`src/rtl/player_controller_pkg.sv`:
```
// Shared constants, enums and helpers for the PAC-MAN player controller.
// Contents: maze geometry, pixel/tile widths, heading codes, FSM states,
// and the row-major tile-index helper.
// Optional build macro PLAYER_TUNNEL_WRAP_EN is consumed by the modules, not here.
package player_controller_pkg;

  localparam int unsigned TILE_PX    = 16;
  localparam int unsigned STEP_PX    = 2;
  localparam int unsigned COLS       = 40;
  localparam int unsigned ROWS       = 30;
  localparam int unsigned START_COL  = 20;
  localparam int unsigned START_ROW  = 22;

  localparam int unsigned TILE_SHIFT = $clog2(TILE_PX);
  localparam int unsigned X_W        = 10;
  localparam int unsigned Y_W        = 9;
  localparam int unsigned COL_W      = X_W - TILE_SHIFT;
  localparam int unsigned ROW_W      = Y_W - TILE_SHIFT;
  localparam int unsigned TILE_W     = 11;
  localparam int unsigned N_TILES    = ROWS * COLS;

  typedef enum logic [1:0] {
    DIR_UP    = 2'd0,
    DIR_LEFT  = 2'd1,
    DIR_DOWN  = 2'd2,
    DIR_RIGHT = 2'd3
  } dir_e;

  typedef enum logic [1:0] {
    ST_IDLE,
    ST_CHK_WANT,
    ST_CHK_CUR,
    ST_MOVE
  } state_e;

  // Row-major tile index: row*COLS + col
  function automatic logic [TILE_W-1:0] tile_index(input logic [ROW_W-1:0] row,
                                                    input logic [COL_W-1:0] col);
    return TILE_W'(row) * TILE_W'(COLS) + TILE_W'(col);
  endfunction

endpackage

```
`src/rtl/player_controller_tile_wall_lookup.sv`:
```
// Registered wall lookup for the tile adjacent to (col,row) in direction dir.
// Ports: clk, reset (async, active-high), col, row, dir, walls (tilemap),
//        wall (registered: 1 if the neighbour is a wall or off the maze).
// Build macro PLAYER_TUNNEL_WRAP_EN: horizontal neighbours wrap around the
// maze instead of reading as wall past the left/right edge.
module player_controller_tile_wall_lookup
  import player_controller_pkg::*;
(
  input  logic               clk,
  input  logic               reset,
  input  logic [COL_W-1:0]   col,
  input  logic [ROW_W-1:0]   row,
  input  logic [1:0]         dir,
  input  logic [N_TILES-1:0] walls,
  output logic               wall
);

  logic [COL_W-1:0]  nb_col;
  logic [ROW_W-1:0]  nb_row;
  logic              off_edge;
  logic [TILE_W-1:0] nb_idx;

  // Neighbour coordinates; anything outside the maze is a wall
  always_comb begin
    nb_col   = col;
    nb_row   = row;
    off_edge = 1'b0;
    case (dir)
      DIR_UP: begin
        if (row == ROW_W'(0)) off_edge = 1'b1;
        else                  nb_row   = row - ROW_W'(1);
      end
      DIR_DOWN: begin
        if (row == ROW_W'(ROWS-1)) off_edge = 1'b1;
        else                       nb_row   = row + ROW_W'(1);
      end
      DIR_LEFT: begin
        if (col == COL_W'(0)) begin
`ifdef PLAYER_TUNNEL_WRAP_EN
          nb_col = COL_W'(COLS-1);
`else
          off_edge = 1'b1;
`endif
        end else begin
          nb_col = col - COL_W'(1);
        end
      end
      DIR_RIGHT: begin
        if (col == COL_W'(COLS-1)) begin
`ifdef PLAYER_TUNNEL_WRAP_EN
          nb_col = COL_W'(0);
`else
          off_edge = 1'b1;
`endif
        end else begin
          nb_col = col + COL_W'(1);
        end
      end
    endcase
    nb_idx = tile_index(nb_row, nb_col);
  end

  always_ff @(posedge clk or posedge reset) begin
    if (reset) wall <= 1'b0;
    else       wall <= off_edge | walls[nb_idx];
  end

endmodule

```
`src/rtl/player_controller.sv`:
```
// PAC-MAN movement controller on the 40x30 tile maze.
// Ports: clk (25 MHz pixel clock), reset (async, active-high), step_en
//        (per-frame move pulse), w/a/s/d (raw key levels), walls (tilemap);
//        player_x/player_y (sprite top-left), dir (heading), moving,
//        eat_valid/eat_tile (newly entered tile, one-cycle pulse).
// Build macro PLAYER_TUNNEL_WRAP_EN: left/right tunnel wrap-around.
module player_controller
  import player_controller_pkg::*;
(
  input  logic               clk,
  input  logic               reset,
  input  logic               step_en,
  input  logic               w,
  input  logic               a,
  input  logic               s,
  input  logic               d,
  input  logic [N_TILES-1:0] walls,
  output logic [X_W-1:0]     player_x,
  output logic [Y_W-1:0]     player_y,
  output logic [1:0]         dir,
  output logic               moving,
  output logic               eat_valid,
  output logic [TILE_W-1:0]  eat_tile
);

  state_e            state;
  logic [3:0]        key_s1, key_s2;
  logic [1:0]        want_dir;
  logic              want_free;
  logic              wall_bit;
  logic [1:0]        look_dir;
  logic              aligned;
  logic              do_step;
  logic [1:0]        step_dir;
  logic [X_W-1:0]    next_x;
  logic [Y_W-1:0]    next_y;
  logic              next_aligned;
  logic [TILE_W-1:0] next_tile;

  // Two-flop synchronizer for {w,a,s,d}
  always_ff @(posedge clk or posedge reset) begin
    if (reset) begin
      key_s1 <= '0;
      key_s2 <= '0;
    end else begin
      key_s1 <= {w, a, s, d};
      key_s2 <= key_s1;
    end
  end

  // Buffered turn request, priority w > a > s > d, held after release
  always_ff @(posedge clk or posedge reset) begin
    if (reset)          want_dir <= DIR_LEFT;
    else if (key_s2[3]) want_dir <= DIR_UP;
    else if (key_s2[2]) want_dir <= DIR_LEFT;
    else if (key_s2[1]) want_dir <= DIR_DOWN;
    else if (key_s2[0]) want_dir <= DIR_RIGHT;
  end

  // One lookup shared: want_dir during CHK_WANT, dir during CHK_CUR
  assign look_dir = (state == ST_CHK_CUR) ? dir : want_dir;

  player_controller_tile_wall_lookup u_lookup (
    .clk   (clk),
    .reset (reset),
    .col   (player_x[X_W-1:TILE_SHIFT]),
    .row   (player_y[Y_W-1:TILE_SHIFT]),
    .dir   (look_dir),
    .walls (walls),
    .wall  (wall_bit)
  );

  assign aligned = (player_x[TILE_SHIFT-1:0] == '0) && (player_y[TILE_SHIFT-1:0] == '0);

  // Step decision and the resulting position
  always_comb begin
    do_step  = 1'b0;
    step_dir = dir;
    if (aligned) begin
      if (want_free) begin
        do_step  = 1'b1;
        step_dir = want_dir;
      end else if (!wall_bit) begin
        do_step  = 1'b1;
      end
    end else begin
      // Mid-tile: keep going; only an exact reversal may change heading
      do_step = 1'b1;
      if (want_dir == (dir ^ 2'b10)) step_dir = want_dir;
    end

    next_x = player_x;
    next_y = player_y;
    case (step_dir)
      DIR_UP:   next_y = player_y - Y_W'(STEP_PX);
      DIR_DOWN: next_y = player_y + Y_W'(STEP_PX);
      DIR_LEFT: begin
        next_x = player_x - X_W'(STEP_PX);
`ifdef PLAYER_TUNNEL_WRAP_EN
        if (player_x == '0) next_x = X_W'(COLS*TILE_PX - STEP_PX);
`endif
      end
      DIR_RIGHT: begin
        next_x = player_x + X_W'(STEP_PX);
`ifdef PLAYER_TUNNEL_WRAP_EN
        if (player_x >= X_W'(COLS*TILE_PX - STEP_PX)) next_x = '0;
`endif
      end
    endcase
    next_aligned = (next_x[TILE_SHIFT-1:0] == '0) && (next_y[TILE_SHIFT-1:0] == '0);
    next_tile    = tile_index(next_y[Y_W-1:TILE_SHIFT], next_x[X_W-1:TILE_SHIFT]);
  end

  // Step sequencer: IDLE -> CHK_WANT -> CHK_CUR -> MOVE -> IDLE
  always_ff @(posedge clk or posedge reset) begin
    if (reset) begin
      state     <= ST_IDLE;
      player_x  <= X_W'(START_COL*TILE_PX);
      player_y  <= Y_W'(START_ROW*TILE_PX);
      dir       <= DIR_LEFT;
      moving    <= 1'b0;
      eat_valid <= 1'b0;
      eat_tile  <= '0;
      want_free <= 1'b0;
    end else begin
      eat_valid <= 1'b0;
      case (state)
        ST_IDLE: begin
          if (step_en) state <= ST_CHK_WANT;
        end
        ST_CHK_WANT: begin
          state <= ST_CHK_CUR;
        end
        ST_CHK_CUR: begin
          // Lookup now holds the want-direction result
          want_free <= ~wall_bit;
          state     <= ST_MOVE;
        end
        ST_MOVE: begin
          moving <= do_step;
          if (do_step) begin
            player_x  <= next_x;
            player_y  <= next_y;
            dir       <= step_dir;
            eat_valid <= next_aligned;
            if (next_aligned) eat_tile <= next_tile;
          end
          state <= ST_IDLE;
        end
        default: state <= ST_IDLE;
      endcase
    end
  end

endmodule

```
`config.mk`:
```
export PLATFORM = sky130hd
export DESIGN_NAME = player_controller
export DESIGN_NICKNAME = d
export VERILOG_FILES = /design/src/rtl/player_controller_pkg.sv /design/src/rtl/player_controller_tile_wall_lookup.sv /design/src/rtl/player_controller.sv
export SDC_FILE = /design/constraint.sdc
export NUM_CORES = 1
export LEC_CHECK = 0
export CAP_MARGIN = 40
export CELL_PAD_IN_SITES_DETAIL_PLACEMENT = 1
export CELL_PAD_IN_SITES_GLOBAL_PLACEMENT = 1
export CORE_AREA = 2 2 481 483
export CTS_BUF_LIST = sky130_fd_sc_hd__clkbuf_8
export DETAILED_ROUTE_END_ITERATION = 10
export DIE_AREA = 0 0 483 485
export MAX_ROUTING_LAYER = met4
export PLACE_DENSITY = 0.4
export RECOVER_POWER = 100
export SLEW_MARGIN = 20
export SYNTH_ARGS = -nofsm -noshare
export SYNTH_HDL_FRONTEND = slang
export SYNTH_SLANG_ARGS = --single-unit
```
`constraint.sdc`:
```
create_clock -name clk -period 5.65 [get_ports clk]
set_input_delay 1.13 -clock clk [delete_from_list [all_inputs] [get_ports clk]]
set_output_delay 1.13 -clock clk [all_outputs]
set_load 0.01 [all_outputs]
```
* Yosys cells after proc, flatten, opt, wreduce, memory -nomap -nowiden *
Cells that the tools add are included.

storage, ports and cells
  flip-flop bits (word level) = 48
  bits in latches = 0
  memory bits (writable) = 0
  memory bits (read-only) = 0
  bits of input ports = 1207
  output and inout port bits = 34
  word-level logic and storage cells = 85
  memories kept = 0

cells by class
  $add $sub $neg = 10
  $mul = 2
  divide/modulo/power cells = 0
  $lt $le $gt $ge = 1
  equal/unequal tests = 13
  shift operators = 0
  multiplexer cells = 30
  bitwise operators = 3
  reductions and logical operators = 14

operators by type and width
  cell                                                          count
  adder 11 x 6 -> 11 bit                                        2
  case mux 10 bit (2 select lines)                              1
  two-way mux 2 bit                                             9
  case mux 9 bit (2 select lines)                               1
  logical NOT 4 bit                                             4
  multiplier 5 x 3 -> 8 bit, second input constant              2
  == test 2 bit, second input constant                          6
  less-than comparator 11 x 12 -> 1 bit, second input constant  1
  two-way mux 6 bit                                             2
  case mux 6 bit (2 select lines)                               1
  binary-select mux 1 bit (select 11 bit)                       1
  adder 10 x 2 -> 10 bit, second input constant                 1
  two-way mux 1 bit                                             10
  two-way mux 5 bit                                             2
  case mux 5 bit (2 select lines)                               1
  subtractor 10 x 2 -> 10 bit, second input constant            1
  adder 9 x 2 -> 9 bit, second input constant                   1
  subtractor 9 x 2 -> 9 bit, second input constant              1
  case mux 2 bit (4 select lines)                               1
  adder 6 x 1 -> 6 bit, second input constant                   1
  == test 2 x 1 -> 1 bit, second input constant                 3
  == test 6 bit, second input constant                          1
  logical NOT 2 bit                                             3
  logical NOT 6 bit                                             1
  14 further kinds                                              16

* Depth between registers and ports, before layout *
Gate-level depths: netlist of the first run.

  depth in word-level cells = 10
  gate-level depth with buffers = 24
  mapped depth without buffers = 23

* Hierarchy *
From an unflattened synthesis of the first run, not the netlist that was laid out.

second synthesis, totals
  cells, all modules = 2549
  area total of the unflattened synthesis = 15902.8 µm²

modules (own cells, without submodules)
  module                              instances  cells each  area an instance (µm²)  sequential area each (µm²)
  player_controller_tile_wall_lookup  1          2283        13076.3                 25.0
  player_controller                   1          266         2826.5                  1134.8

* Worst setup path before layout of the first run *
No wires, ideal clock.

  path kind = register to register
  start point = reg player_y[1]
  end point = reg eat_tile[9]
  library setup time = 125 ps
  arrival time = 5492 ps
  required time = 5525 ps
  slack = 33 ps
  stages on the path, launching flop included = 24
  path buffers = 2
  clock period less this slack = 5617 ps
  path through = dfrtp_1 > nor4_1 > nand3_1 > mux2i_1 > clkbuf_1 > buf_1 > nand2b_1 > ha_1 > a21o_1 > a21oi_1 > o21bai_1 > a21oi_1 > o21bai_1 > a21oi_1 > xnor2_1 > nand2_1 > xnor2_1 > xnor2_1 > fa_1 > xnor2_1 > nor3b_1 > xnor2_1 > xnor2_1 > mux2_2

on the way
  word-level cells in the longest chain between the ends = 8
  elaborated cells between the ends (all ways) = 18
  classes of those cells = 3 x add/sub; 1 x mul; 3 x eq/ne; 4 x mux; 7 x reduce/logical

RTL lines
  element                                                                         line                      source
  start: declaration                                                              player_controller.sv:19   output logic [Y_W-1:0] player_y,
  start signal: assignment                                                        player_controller.sv:119  player_y <= Y_W'(START_ROW*TILE_PX);
  start signal: assignment                                                        player_controller.sv:143  player_y <= next_y;
  parallel branches: the longest is 8 deep, another holds adder 11 x 6 -> 11 bit  n/a
  end signal: assignment                                                          player_controller.sv:146  if (next_aligned) eat_tile <= next_tile;
  end: declaration                                                                player_controller.sv:23   output logic [TILE_W-1:0] eat_tile

Several ways; the timed one is not identified.
A chain may end at the register's enable or synchronous reset.

* Worst setup path after layout of the first run *
  start point = reg player_y[5]
  end point = reg u_lookup.wall

on the way
  word-level cells in the longest chain between the ends = 8
  elaborated cells between the ends (all ways) = 15
  classes of those cells = 3 x add/sub; 1 x mul; 1 x eq/ne; 8 x mux; 1 x bitwise; 1 x reduce/logical

RTL lines
  element                                             line                                                                                source
  adder 5 x 1 -> 5 bit, or another cell as far along  player_controller_tile_wall_lookup.sv:35                                            else nb_row = row + ROW_W'(1);
  two-way mux 5 bit (on tied branches)                player_controller_tile_wall_lookup.sv:34, player_controller_tile_wall_lookup.sv:30
  case mux 5 bit (2 select lines)                     player_controller_tile_wall_lookup.sv:28                                            case (dir)
  multiplier 5 x 3 -> 8 bit                           player_controller_pkg.sv:39                                                         return TILE_W'(row) * TILE_W'(COLS) + TILE_W'(col);
  adder 11 x 6 -> 11 bit                              player_controller_pkg.sv:39
  binary-select mux 1 bit (select 11 bit)             player_controller_tile_wall_lookup.sv:65                                            else wall <= off_edge | walls[nb_idx];
  two-way mux 1 bit (implied by the code)             player_controller_tile_wall_lookup.sv:65
  OR 1 bit (*)                                        player_controller_tile_wall_lookup.sv:65
  end signal: assignment                              player_controller_tile_wall_lookup.sv:65
  end: declaration                                    player_controller_tile_wall_lookup.sv:15                                            output logic wall

Mark *: on every way between the ends. The rest lies on a longest branch, timed or not. The select of a mux whose other input is x is not followed.

==> results of run 1 <==
-- state kept, by name (all words and copies together) (netlist names) --
signal / cells
eat_valid: 1
key_s2: 4
dir: 2
key_s1: 4
eat_tile: 11
player_x: 9
state: 2
want_dir: 2
moving: 1
u_lookup.wall: 1
player_y: 8
want_free: 1
-- cell usage in the layout, fill, tap and decap left out, drive strengths merged, types with 7 or more instances in the layout --
cell type / instances
a2111oi: 22
a211o: 7
a211oi: 23
a21o: 11
a21oi: 89
a221oi: 10
a22oi: 12
a311o: 7
a311oi: 17
a31oi: 39
a32oi: 44
and2: 10
and3: 23
buf: 276
clkdlybuf4s50: 1238
dfrtp: 39
dfstp: 7
diode: 32
ha: 39
inv: 23
mux2: 22
mux2i: 116
mux4: 145
nand2: 462
nand2b: 7
nand3: 135
nand4: 44
nor2: 107
nor3: 35
nor4: 16
o211ai: 8
o21ai: 45
o21bai: 7
o221ai: 12
o22ai: 25
xnor2: 34
-- worst register-to-register path: stages (launching register included) --
cell,delay [ps]
dfstp_2,540
inv_1,50
buf_4,150
ha_1,180
and4_4,210
or3_1,370
a21oi_2,140
a21oi_2,60
ha_1,290
ha_2,200
fa_2,650
buf_4,180
xor2_4,110
nor2_2,140
buf_6,160
nand2_8,100
nor2_4,230
nand4_1,430
and4_1,360
nand4_1,170
nor4_2,80
or4b_1,520
o2111ai_1,110
-- final timing paths --
| check | endpoint | slack (ps) | depth (start not counted) |
|---|---|---|---|
| max | u_lookup.wall | 160 | 22 |
| min | key_s2[2] | 370 | 0 |
| max reg2reg | u_lookup.wall | 160 | 22 |
| min reg2reg | key_s2[2] | 370 | 0 |
| max in group asynchronous | player_x[5] | 3870 | 3 |
| min in group asynchronous | key_s1[3] | 1260 | 3 |
-- final cells by class --
type / count / area, um2 / area share [%]
clock inverter: 3 / 28.8 / 0.0867
tap: 3026 / 3790 / 11.4
multi-input combinational: 1665 / 13100 / 39.6
clock buffer: 5 / 68.8 / 0.207
sequential: 46 / 1160 / 3.50
timing repair buffer: 1514 / 14800 / 44.7
inverter: 24 / 91.3 / 0.275
antenna: 32 / 80.1 / 0.241
-- metal layers --
layer  track usage, %  vias up  wire length [um]
li1                 -    10100                 -
met1             19.2    11400             80700
met2             31.0      886            105000
met3             2.45       94              8980
met4             1.79        0              2990
met5                -        -                 0
-- repair_timing --
action	in CTS	in global routing
endpoints found under the setup margin	1	4
setup buffers	2	3
hold buffers	0	0
resized for setup	26	37
cloned	0	0
pin swaps	10	14
-- cell families (layout without fill, tap and decap cells) --
| logic type | Yosys count | in the layout | synth area share [%] |
|---|---|---|---|
| buffers and inverters | 193 | 1546 | 7.09 |
| flip-flops | 46 | 46 | 7.83 |
| AO/OA/AOI/OAI | 422 | 422 | 20.5 |
| other | 1 | 34 | 0.0253 |
| multiplexers | 283 | 283 | 31.6 |
| AND/OR/NAND/NOR | 873 | 873 | 26.5 |
| adder cells (fa/ha/maj) | 45 | 45 | 4.11 |
| XOR/XNOR | 40 | 40 | 2.37 |
-- cell usage after synthesis (8+ instances only) --
cell and number:
buf_1 8, o211ai_1 8, nor4_1 16, buf_2 49, a32oi_1 44, and3_1 23, mux4_2 145, o221ai_1 12
inv_1 23, nand2_1 461, a311oi_1 17, and2_1 10, mux2i_1 116, dfrtp_1 39, buf_4 36, clkbuf_1 61
o22ai_1 24, a2111oi_0 22, a22oi_1 10, nand4_1 44, buf_6 12, xnor2_1 34, a211oi_1 23, nor2_1 106
nor3_1 31, a221oi_1 9, o21ai_0 35, a31oi_1 39, o21ai_1 9, nand3_1 134, ha_1 39, mux2_2 21
a21oi_1 89, a21o_1 11
-- per-stage QoR --
stage                     area [um2]  setup WS (ps)  TNS (ps)
after floorplan                14800           33.0         0
after global placement         32600          -1490     -1490
after detailed placement       32700           -978      -978
after CTS                      32900           2.34         0
after global routing           33200          -28.5     -28.5
final                          33200            165         0
==> out/qor.txt, run 1 <==
CP Launch Point: player_y[5]
Yosys top cell area share: 22.1%
Top_reg_cell synth: dfrtp_1
Tot GR Track Use: 16.6%
Min cycle time layout: 5490 ps
Worst path bufs/invs: 4
Worst Path Required: 5940 ps
Nature of the critical path endpoint: register
Pins over their slew limit: 0
Clk buf depth: 2
Worst-Skew Late Latency: 360 ps
First-pass GRT wire length: 252 mm
Biggest area consumer among synthesized cells: mux4_2
Syn Area/Cell: 7.78 um2
Fillers: 27100
Crit share post-route: 97.1%
# clock sinks: 46
Drt first pass iters: 4
DRC: 0
Largest stage delay on the critical path: 650 ps
CP max stage cell: fa_2
Core area: 229000 um2
Starting Density: 6.47%
Measured slew at the worst slew-check pin: 955 ps
Finished Layout Cells: 6315
Worst EP arrival: 5770 ps
Final cell utilization of the core: 14.5%
Worst hold slack: 365 ps
I/O pins: 1241
Post-synth cell types: 90
CTS clk-pin slew, worst paths: 130 ps
WL per Instance: 31.3 um
CTS Buf Count: 5
CP max FO: 4
Layout cells sized above 1: 16.7%
Max frequency: 182 MHz
Cell row count: 176
Placed insts: 6270
Grt ovf: 0
Worst Skew: 21.0 ps
Post-synth EDFFs: 0
Final nets: 4508
Rel. slew slack: 36.3%
Htree depth: 2
DRT Wirelength: 198 mm
Area delta synth->final: 124%
Reg-to-Reg Start: player_y[5]
Via count: 22500
Worst Setup Start Kind: register
Die Ht: 485 um
Fraction of registers with async set/reset: 100%
Number of global-route vias before repair: 25000
Sequential area share after synthesis: 7.83%
Hold wc startpoint: key_s1[2]
Remaining antenna violation count: 0
Max Cap Viol: 0
Hold WC Path Type: reg -> reg
GPL Wtd Cong: 0.858
Die area: 234000 um2
Ys Warns: 0
Fin. Hold Viols: 0
DRT iter0 DRCs: 817
Crit Path Class: reg -> reg
Synth Instances: 1903
Worst-path cell chain: inv_1, buf_4, ha_1, and4_4, or3_1, a21oi_2, a21oi_2, ha_1, ha_2, fa_2, buf_4, xor2_4, nor2_2, buf_6, nand2_8, nor2_4, nand4_1, and4_1, nand4_1, nor4_2, or4b_1, o2111ai_1
Port Buffers: 1238
Status: complete, no violations
CP top delay family: simple AND/OR/NAND/NOR gates
DIE WIDTH: 483 um
CTS Root Cell: clkbuf_8
Largest net degree at the start of global routing: 64
CTS tree: yes
RSZ-0062 raised after global routing: true
Final setup viols: 0
Yosys reg bits: 46
Netlist Area Pre-Place: 14800 um2
Via density: 3.57
Detailed placement HPWL: 174 mm
Area contributors post-synth: mux4_2 22%, nand2_1 12%, mux2i_1 7.8%
Initial antenna violation count: 69
Power of run 1 is left out: the tool's default activity adds up to more than one toggle a clock period on the data nets, which glitch-free logic cannot reach.
==> run 2, diff against run 1 <==
- SLEW_MARGIN: 20 -> not set
==> run 2 against run 1 <==
Via count about the same. Critical path depth fell by 1. Design area hardly changed. Die area stayed put. Global-route usage about the same. Register-to-register slack lost 30 ps. Utilization is essentially flat. Flip-flop and latch count unchanged. Largest cell class unchanged.
==> out/qor.txt, run 2 (synthesis results as in run 1) <==
WL per Instance: 31.3 um
RSZ-0062 raised after global routing: true
DIE WIDTH: 483 um
Detailed placement HPWL: 174 mm
DRT Wirelength: 198 mm
Die area: 234000 um2
Wl on met1: 81.6 mm
Total negative slack: 0 ps
Status: complete, no violations
Rel. slew slack: 34.1%
Commonest non-fill, non-tap cell in the layout: clkdlybuf4s50_1
Hold WC Path Type: reg -> reg
Htree depth: 2
Clk buf depth: 2
Setup WS pre-CTS: -900 ps
First-pass GRT wire length: 253 mm
Biggest regs: eat_tile: 11 flops, player_x: 9 flops, player_y: 8 flops
Grt ovf: 0
Final setup viols: 0
Crit share post-route: 97.6%
Port Buffers: 1238
Most flop-heavy register: eat_tile
GPL Wtd Cong: 0.858
Starting Density: 6.47%
Max frequency: 181 MHz
DRT iter0 DRCs: 897
Area delta synth->final: 124%
Final nets: 4516
Worst Skew: 24.2 ps
I/O pins: 1241
# clock sinks: 46
Max FFs per register: 11
Tot GR Track Use: 16.6%
Fillers: 27100
Worst Path Required: 5950 ps
Via count: 22500
Largest net degree at the start of global routing: 64
CTS Buf Count: 5
Die Ht: 485 um
Met2 wire len: 106 mm
Drt first pass iters: 4
CP max FO: 6
Max Cap Viol: 0
Layout cells sized above 1: 16.9%
Worst Setup Start Kind: register
Min cycle time layout: 5520 ps
Multi-input gate area: 13100 um2
DRC: 0
Worst-Skew Late Latency: 370 ps
Setup ws final: 133 ps
Initial antenna violation count: 68
Core area: 229000 um2
Nature of the critical path endpoint: register
CTS clk-pin slew, worst paths: 130 ps
Measured slew at the worst slew-check pin: 989 ps
Final cell utilization of the core: 14.5%
Fin. Hold Viols: 0
Via density: 3.57
Wire length on met3: 8.11 mm
Register area: 1160 um2
Cts hold-fix bufs: 0
Pins over their slew limit: 0
Remaining antenna violation count: 0
Worst EP arrival: 5810 ps
Most frequent cells in the layout: 1238 x clkdlybuf4s50_1, 457 x nand2_1, 243 x buf_4
Cell row count: 176
Crit Path Class: reg -> reg
CTS Root Cell: clkbuf_8
Highest routed layer: met4
CTS tree: yes
Number of global-route vias before repair: 24800
## run 2: area by class of cell
cell class / instances / area share [%]
Clock buffer: 5 / 0.207
Inverter: 24 / 0.275
Sequential cell: 46 / 3.50
Timing Repair Buffer: 1522 / 44.9
Clock inverter: 3 / 0.0867
Antenna cell: 19 / 0.143
Tap cell: 3026 / 11.4
Multi-Input combinational cell: 1665 / 39.5
## run 2: critical path, stage by stage, from the launching register on
cell and delay (ps):
dfrtp_1 420, inv_2 100, ha_4 200, mux2i_1 410, o311ai_4 200, mux2i_1 220, a31oi_2 80, ha_1 340
ha_4 180, fa_2 620, buf_4 150, xor2_2 270, buf_4 250, nand2_1 260, nor2_1 430, o221ai_1 200
nor2_1 210, nor3_1 90, nand3_1 100, nor4_2 50, or4b_1 550, o2111ai_2 80
## run 2: path summary, 6_finish.rpt
| path | slack (ps) | depth (start not counted) | from | end |
|---|---|---|---|---|
| setup / recovery | 130 | 21 | state[0] | u_lookup.wall |
| hold / removal | 370 | 0 | key_s1[1] | key_s2[1] |
| setup reg to reg | 130 | 21 | state[0] | u_lookup.wall |
| hold reg to reg | 370 | 0 | key_s1[1] | key_s2[1] |
| max in group asynchronous | 3870 | 3 | reset | player_x[5] |
| min in group asynchronous | 1250 | 3 | reset | key_s1[3] |
## run 2: metal layers
metal	vias up	track usage, %
met5	-	-
met4	0	1.74
met3	89	2.40
met2	908	31.1
met1	11400	19.2
li1	10100	-
## run 2: repair_timing
item,in CTS,in global routing
pin swaps,19,22
endpoints found under the setup margin,1,2
setup buffers,6,9
gates resized for setup,37,23
## run 2: metrics by stage
step | cell area [um2] | std cells | hold slack (ps)
global route | 33200 | 6307 | 373
finish | 33200 | 6310 | 370
floorplan | 14800 | 1904 | 331
CTS | 33000 | 6283 | 373
detailed placement | 32700 | 6271 | 341
global placement | 32600 | 6255 | 338
Power of run 2 is left out for the same reason.
